## config.mk

```make
export PLATFORM = sky130hd
export DESIGN_NAME = enc_snapshot_ctrl_flat
export DESIGN_NICKNAME = d
export VERILOG_FILES = /design/src/rtl/enc_snapshot_ctrl_pkg.sv /design/src/rtl/enc_snapshot_ctrl_if.sv /design/src/rtl/enc_snapshot_ctrl_stale_cnt.sv /design/src/rtl/enc_snapshot_ctrl.sv /design/src/flat_wrapper.sv
export SDC_FILE = /design/constraint.sdc
export NUM_CORES = 1
export LEC_CHECK = 0
export CAP_MARGIN = 15
export CORE_UTILIZATION = 44
export CTS_BUF_LIST = sky130_fd_sc_hd__clkbuf_8
export DETAILED_ROUTE_END_ITERATION = 6
export PLACE_DENSITY = 0.75
export SYNTH_ARGS = -nofsm -noshare
export SYNTH_HDL_FRONTEND = slang
export SYNTH_HIERARCHICAL = 1
export SYNTH_SLANG_ARGS = --single-unit
```

## constraint.sdc

```tcl
create_clock -name clk -period 60.6 [get_ports clk]
set_input_delay 9.09 -clock clk [delete_from_list [all_inputs] [get_ports clk]]
set_output_delay 9.09 -clock clk [all_outputs]
set_load 0.05 [all_outputs]
```

## src/rtl/enc_snapshot_ctrl_pkg.sv

```systemverilog
// ---------------------------------------------------------------------------
// enc_snap_pkg
// Shared definitions for the encoder snapshot/readout controller:
//   - read-select codes for the low two bits of the read address
//   - controller state encoding
//   - stale-counter saturation value and status-word packing helper
// Optional feature macro used by the block: ENC_SNAP_STALE_EN
// ---------------------------------------------------------------------------
package enc_snap_pkg;

    typedef enum logic [1:0] {
        ST_IDLE    = 2'd0,
        ST_CAPTURE = 2'd1,
        ST_DONE    = 2'd2
    } snap_state_e;

    localparam logic [1:0] SEL_PERIOD = 2'd0;
    localparam logic [1:0] SEL_ACC    = 2'd1;
    localparam logic [1:0] SEL_TCUR   = 2'd2;
    localparam logic [1:0] SEL_STATUS = 2'd3;

    localparam logic [7:0] STALE_MAX  = 8'hFF;

    // flags = buffered period[31:30] (overflow, dir)
    function automatic logic [31:0] status_word(input logic [1:0] flags,
                                                input logic [7:0] stale,
                                                input logic [7:0] seq);
        return {flags, 14'd0, stale, seq};
    endfunction

endpackage

```

## src/rtl/enc_snapshot_ctrl_if.sv

```systemverilog
// ---------------------------------------------------------------------------
// enc_snap_if
// Host-side handshake bundle of the snapshot controller.
//   snap_req  : snapshot request level (master -> slave)
//   snap_busy : controller not idle     (slave -> master)
//   snap_done : one-cycle capture-complete pulse
//   rd_req    : read strobe, rd_addr = {channel, sel}
//   rd_ack    : one-cycle read acknowledge, rd_data valid with it
//   rd_data   : read data, held until the next acknowledge
// Modports: master (host / register mux), slave (controller).
// ---------------------------------------------------------------------------
interface enc_snap_if #(
    parameter int CH_BITS = 2
) ();
    logic               snap_req;
    logic               snap_busy;
    logic               snap_done;
    logic               rd_req;
    logic [CH_BITS+1:0] rd_addr;
    logic               rd_ack;
    logic [31:0]        rd_data;

    modport master (
        output snap_req, rd_req, rd_addr,
        input  snap_busy, snap_done, rd_ack, rd_data
    );

    modport slave (
        input  snap_req, rd_req, rd_addr,
        output snap_busy, snap_done, rd_ack, rd_data
    );
endinterface

```

## src/rtl/enc_snapshot_ctrl_stale_cnt.sv

```systemverilog
// ---------------------------------------------------------------------------
// enc_stale_cnt
// Per-channel staleness counter. On each capture strobe the count
// increments (saturating at STALE_MAX) when the new period[21:0] equals the
// buffered one, otherwise it clears. Only instantiated when
// ENC_SNAP_STALE_EN is defined.
// Ports:
//   clk, reset   : clock, synchronous active-low reset
//   cap_i        : capture strobe (controller in CAPTURE)
//   new_per_i    : incoming period[21:0]
//   old_per_i    : buffered period[21:0]
//   cnt_o        : 8-bit saturating stale count
// ---------------------------------------------------------------------------
module enc_stale_cnt
    import enc_snap_pkg::*;
(
    input  logic        clk,
    input  logic        reset,
    input  logic        cap_i,
    input  logic [21:0] new_per_i,
    input  logic [21:0] old_per_i,
    output logic [7:0]  cnt_o
);

    logic [7:0] cnt_q;
    logic [7:0] cnt_d;

    always_comb begin
        cnt_d = cnt_q;
        if (cap_i) begin
            if (new_per_i == old_per_i) begin
                cnt_d = (cnt_q == STALE_MAX) ? cnt_q : cnt_q + 8'd1;
            end else begin
                cnt_d = 8'd0;
            end
        end
    end

    always_ff @(posedge clk) begin
        if (!reset) begin
            cnt_q <= 8'd0;
        end else begin
            cnt_q <= cnt_d;
        end
    end

    assign cnt_o = cnt_q;

endmodule

```

## src/rtl/enc_snapshot_ctrl.sv

```systemverilog
// ---------------------------------------------------------------------------
// enc_snapshot_ctrl
// Atomically captures period/acc/t_cur of all encoder channels into a
// shadow buffer on host request and serves single-cycle word reads from it.
// Ports:
//   clk, reset          : clock, synchronous active-low reset
//   period_in/acc_in/tcur_in : 32*NUM_ENC concatenated channel words
//   bus (enc_snap_if.slave)  : snapshot handshake and read port
// Read address = {channel, sel}; sel 0 period, 1 acc, 2 t_cur, 3 status.
// Status = {ovf, dir, 14'b0, stale[7:0], seq[7:0]}.
// Optional feature: ENC_SNAP_STALE_EN enables the per-channel stale
// counters; without it status[15:8] reads 0.
// ---------------------------------------------------------------------------
module enc_snapshot_ctrl
    import enc_snap_pkg::*;
#(
    parameter int NUM_ENC = 4,
    parameter int CH_BITS = 2
) (
    input  logic                 clk,
    input  logic                 reset,
    input  logic [32*NUM_ENC-1:0] period_in,
    input  logic [32*NUM_ENC-1:0] acc_in,
    input  logic [32*NUM_ENC-1:0] tcur_in,
    enc_snap_if.slave            bus
);

    snap_state_e state_q;
    logic        pending_q;
    logic [7:0]  seq_q;
    logic        busy_q;
    logic        done_q;

    logic [31:0] period_q [NUM_ENC];
    logic [31:0] acc_q    [NUM_ENC];
    logic [31:0] tcur_q   [NUM_ENC];
    logic [7:0]  stale    [NUM_ENC];

    logic        rd_ack_q;
    logic [31:0] rd_data_q;
    logic [31:0] rd_data_d;

    logic [CH_BITS-1:0] rd_ch;
    logic [1:0]         rd_sel;

    logic cap;
    assign cap = (state_q == ST_CAPTURE);

    // Control FSM; busy/done are registered so they line up with state.
    always_ff @(posedge clk) begin
        if (!reset) begin
            state_q   <= ST_IDLE;
            pending_q <= 1'b0;
            seq_q     <= 8'd0;
            busy_q    <= 1'b0;
            done_q    <= 1'b0;
        end else begin
            done_q <= 1'b0;
            case (state_q)
                ST_IDLE: begin
                    if (bus.snap_req) begin
                        state_q <= ST_CAPTURE;
                        busy_q  <= 1'b1;
                    end
                end
                ST_CAPTURE: begin
                    seq_q   <= seq_q + 8'd1;
                    state_q <= ST_DONE;
                    done_q  <= 1'b1;
                    if (bus.snap_req) begin
                        pending_q <= 1'b1;
                    end
                end
                ST_DONE: begin
                    // A request seen now collapses into the same single
                    // pending slot as one seen during CAPTURE.
                    if (pending_q || bus.snap_req) begin
                        state_q   <= ST_CAPTURE;
                        pending_q <= 1'b0;
                    end else begin
                        state_q <= ST_IDLE;
                        busy_q  <= 1'b0;
                    end
                end
                default: begin
                    state_q <= ST_IDLE;
                    busy_q  <= 1'b0;
                end
            endcase
        end
    end

    // Shadow buffer: loaded at the edge that ends the CAPTURE cycle.
    always_ff @(posedge clk) begin
        if (!reset) begin
            for (int k = 0; k < NUM_ENC; k++) begin
                period_q[k] <= 32'd0;
                acc_q[k]    <= 32'd0;
                tcur_q[k]   <= 32'd0;
            end
        end else if (cap) begin
            for (int k = 0; k < NUM_ENC; k++) begin
                period_q[k] <= period_in[32*k +: 32];
                acc_q[k]    <= acc_in[32*k +: 32];
                tcur_q[k]   <= tcur_in[32*k +: 32];
            end
        end
    end

`ifdef ENC_SNAP_STALE_EN
    for (genvar k = 0; k < NUM_ENC; k++) begin : g_stale
        enc_stale_cnt u_stale (
            .clk       (clk),
            .reset     (reset),
            .cap_i     (cap),
            .new_per_i (period_in[32*k +: 22]),
            .old_per_i (period_q[k][21:0]),
            .cnt_o     (stale[k])
        );
    end
`else
    for (genvar k = 0; k < NUM_ENC; k++) begin : g_stale
        assign stale[k] = 8'd0;
    end
`endif

    assign rd_ch  = bus.rd_addr[CH_BITS+1:2];
    assign rd_sel = bus.rd_addr[1:0];

    // Unpopulated channel indices match no k and read as zero.
    always_comb begin
        rd_data_d = 32'd0;
        for (int k = 0; k < NUM_ENC; k++) begin
            if (rd_ch == CH_BITS'(k)) begin
                case (rd_sel)
                    SEL_PERIOD: rd_data_d = period_q[k];
                    SEL_ACC:    rd_data_d = acc_q[k];
                    SEL_TCUR:   rd_data_d = tcur_q[k];
                    SEL_STATUS: rd_data_d = status_word(period_q[k][31:30],
                                                        stale[k], seq_q);
                    default:    rd_data_d = 32'd0;
                endcase
            end
        end
    end

    // Read port samples the buffer before any same-edge capture update.
    always_ff @(posedge clk) begin
        if (!reset) begin
            rd_ack_q  <= 1'b0;
            rd_data_q <= 32'd0;
        end else begin
            rd_ack_q <= bus.rd_req;
            if (bus.rd_req) begin
                rd_data_q <= rd_data_d;
            end
        end
    end

    assign bus.snap_busy = busy_q;
    assign bus.snap_done = done_q;
    assign bus.rd_ack    = rd_ack_q;
    assign bus.rd_data   = rd_data_q;

endmodule
```

## src/flat_wrapper.sv

```systemverilog
// flat-port wrapper written by rule: the top's interface ports become plain ports
module enc_snapshot_ctrl_flat import enc_snap_pkg::*;
#(
    parameter int NUM_ENC = 4,
    parameter int CH_BITS = 2
)
  (clk, reset, period_in, acc_in, tcur_in, bus_snap_req, bus_rd_req, bus_rd_addr, bus_snap_busy, bus_snap_done, bus_rd_ack, bus_rd_data);
  enc_snap_if #(.CH_BITS(CH_BITS)) bus_i ();
  input  logic clk;
  input  logic reset;
  input  logic [32*NUM_ENC-1:0] period_in;
  input  logic [32*NUM_ENC-1:0] acc_in;
  input  logic [32*NUM_ENC-1:0] tcur_in;
  input wire logic [$bits(bus_i.snap_req)-1:0] bus_snap_req;
  input wire logic [$bits(bus_i.rd_req)-1:0] bus_rd_req;
  input wire logic [$bits(bus_i.rd_addr)-1:0] bus_rd_addr;
  output wire logic [$bits(bus_i.snap_busy)-1:0] bus_snap_busy;
  output wire logic [$bits(bus_i.snap_done)-1:0] bus_snap_done;
  output wire logic [$bits(bus_i.rd_ack)-1:0] bus_rd_ack;
  output wire logic [$bits(bus_i.rd_data)-1:0] bus_rd_data;
  assign bus_i.snap_req = bus_snap_req;
  assign bus_i.rd_req = bus_rd_req;
  assign bus_i.rd_addr = bus_rd_addr;
  assign bus_snap_busy = bus_i.snap_busy;
  assign bus_snap_done = bus_i.snap_done;
  assign bus_rd_ack = bus_i.rd_ack;
  assign bus_rd_data = bus_i.rd_data;
  enc_snapshot_ctrl #(.NUM_ENC(NUM_ENC), .CH_BITS(CH_BITS)) u_core (.clk(clk), .reset(reset), .period_in(period_in), .acc_in(acc_in), .tcur_in(tcur_in), .bus(bus_i));
endmodule
```

==> summary.txt <==
Status = completed
CTS tree = yes
Share of layout cells above drive strength 1 = 0.0766
Final Instance Count excl. Fillers = 2531
Drt drc = 0
Max_cap viols = 0
PwrDens = 26.9 nW/µm²
Synthesis-to-layout area growth = 29.1%
Yosys warnings = 6
Max incr delay on CP = 900 ps
F_max = 86.4 MHz
Gpl congestion = 0.866
Critical Path Fanout Max = 190
Ys async rst share = 0
Initial Util = 0.445
Worst VDD drop = 0.0134 mV
Final nets = 2280
Post-Place Cell Area = 24100 µm²
Mapped Cells = 1532
Leakage = 10.6 nW
Netlist cell types = 52
Antenna-violating nets left = 0
Skew-Pair Late Insertion Delay = 610 ps
Reg-to-reg endpoint = u_core/seq_q[7]
Synthesized area per cell = 12.9 µm²
DRT Wirelength = 58600 µm
I/O pins = 427
CTS Hold Bufs = 0
Vias in the first global route = 13641
CP startpoint kind = input port
Worst Skew = 30.2 ps
Setup TNS = 0 ps
Via density = 5.70
Largest net degree at the start of global routing = 191
Grt ovf = 0
Area of the mapped netlist = 19700 µm²
First DRT Iteration DRCs = 1553
CP Class = in -> reg
Area of the die = 45600 µm²
RSZ-0062 raised after global routing = no
Hold Vio Cnt, Final = 0
Post-synth EDFFs = 384
CTS resizes = 0
Final setup vio count = 0
Crit-path most repeated cell = buf_4
Initial antenna violation count = 8
DRT Pass-1 Iters = 5
GRT Overall Usage = 0.247
Die Height = 214 µm
Slowest CP cell = buf_4
Reg2reg path depth = 6
Worst path required time = 61110 ps
Buffers on Ports = 426
Flops & latches, synth = 430
Max-slew violations = 0
Hold WC Path Type = reg -> reg
Post-route cell area = 25400 µm²
Cell row count = 77
Clock slew at reported path FFs = 60 ps
TritonCTS buffer count = 71
Sequential-to-total area share from yosys stat = 0.632
Fin crit share = 0.191
DIE WIDTH = 214 µm
Routed length per instance = 23.1 µm
Clock H-tree levels = 3
CP Launch Point = reset
End point of the critical path = u_core/bus.rd_data[24]
Worst reg2reg setup slack = 57590 ps
First-pass GRT wire length = 82900 µm
Reg2reg start = u_core/state_q[0]
Vias = 14436
Worst Path Arrival = 12090 ps
Post-CTS setup buffers = 0
Final Critical Period = 11570 ps
Core area = 44200 µm²
Hpwl dp = 38800 µm
Worst path cell trace = buf_8, buf_4, buf_4, o21ai_0, a31oi_1
Clock Path Buffers = 3
Crit path capture type = register
Hold slack = 455 ps
Rel. slew slack = 0.129
Placed cell count = 2406
CTS Sinks = 430
Dominant synthesized flop cell = edfxtp_1
Post-Syn Nets = 1925
Slew @ Worst Pin = 1310 ps
CTS Root Cell = clkbuf_8
## synthesized netlist by cell type (all sizes together) (9+ instances only)
master  instances  area, µm²
mux2i         104       1040
mux4           21        492
nand3b         21        158
a31oi          23        144
nor2b          12       82.6
dfxtp          46        921
edfxtp        384      11500
nand2          79        297
clkbuf        115        433
o21ai          85        425
a21oi          44        220
o211ai         65        488
buf            45        324
mux2           10        113
nor2           13       48.8
and3          385       2410
and2            9       56.3
## layout make-up
type | count | area (µm²)
timing repair buffer | 442 | 4390
clock buffer | 77 | 1060
antenna | 6 | 15.0
sequential | 430 | 12500
fill | 3503 | 18800
tap | 592 | 741
multi-input combinational | 937 | 6500
clock inverter | 42 | 255
inverter | 5 | 18.8
## per-stage QoR
stage                util  setup slack [ps]  power [W]
finish              0.575             49030   0.000684
global placement    0.545             48680   0.000444
CTS                 0.575             49220   0.000689
global route        0.575             48820   0.000708
floorplan               -             31830   0.000418
detailed placement  0.545             48570   0.000445
## cells in the final DEF (no fill, tap or decap), types with 23 or more instances in the layout
master	synthesis	final
clkdlybuf4s50_1	0	420
and3_1	385	385
edfxtp_1	384	384
mux2i_1	104	104
o21ai_0	85	84
nand2_1	79	79
clkbuf_8	0	78
o211ai_1	65	65
dfxtp_1	46	46
a21oi_1	44	44
a31oi_1	23	23
## kinds of logic after synthesis
kind of cell / share of synthesized area
and+or+nand+nor: 0.162
DFF: 0.632
AOI/OAI and AO/OA: 0.0805
buffers and inverters: 0.0394
muxes: 0.0835
xor gates and xnor gates: 0.00222
adders and majority gates: 0.000635
## worst min-delay path by stage
| stage | from | endpoint | cells past startpoint |
|---|---|---|---|
| CTS | u_core/bus.rd_data[16] | u_core/bus.rd_data[16] | 2 |
| global route | u_core/bus.rd_data[16] | u_core/bus.rd_data[16] | 2 |
| detailed placement | u_core/bus.rd_data[16] | u_core/bus.rd_data[16] | 2 |
| finish | u_core/bus.rd_data[16] | u_core/bus.rd_data[16] | 2 |
| global placement | u_core/bus.rd_data[16] | u_core/bus.rd_data[16] | 2 |
| floorplan | u_core/state_q[0] | u_core/state_q[0] | 1 |
## power by group
group / switching, W / internal (W) / total [W]
clock network: 0.000115 / 0.000129 / 0.000244
logic: 0.0000478 / 0.0000409 / 0.0000887
registers: 0.00000682 / 0.000344 / 0.000351
## layer usage
layer	share of wire	up-vias	GRT usage
met3	0.084	97	0.0492
met5	0.00068	-	0
met1	0.44	7022	0.353
li1	-	6603	-
met4	0.028	6	0.0924
met2	0.45	708	0.374
## state kept, by name, summed over array words and instances, names as in the netlist
| register | count |
|---|---|
| u_core/state_q | 2 |
| u_core/period_q | 128 |
| u_core/bus.rd_data | 32 |
| u_core/bus.snap_busy | 1 |
| u_core/bus.rd_ack | 1 |
| u_core/acc_q | 128 |
| u_core/pending_q | 1 |
| u_core/seq_q | 8 |
| u_core/tcur_q | 128 |
| u_core/bus.snap_done | 1 |
## critical path: cells and delay by family
| kind | cells | cell delay, ps |
|---|---|---|
| buffers and inverters | 3 | 2260 |
| AOI/OAI and AO/OA | 2 | 440 |
Note: power is estimated with default switching activity, not from simulation.
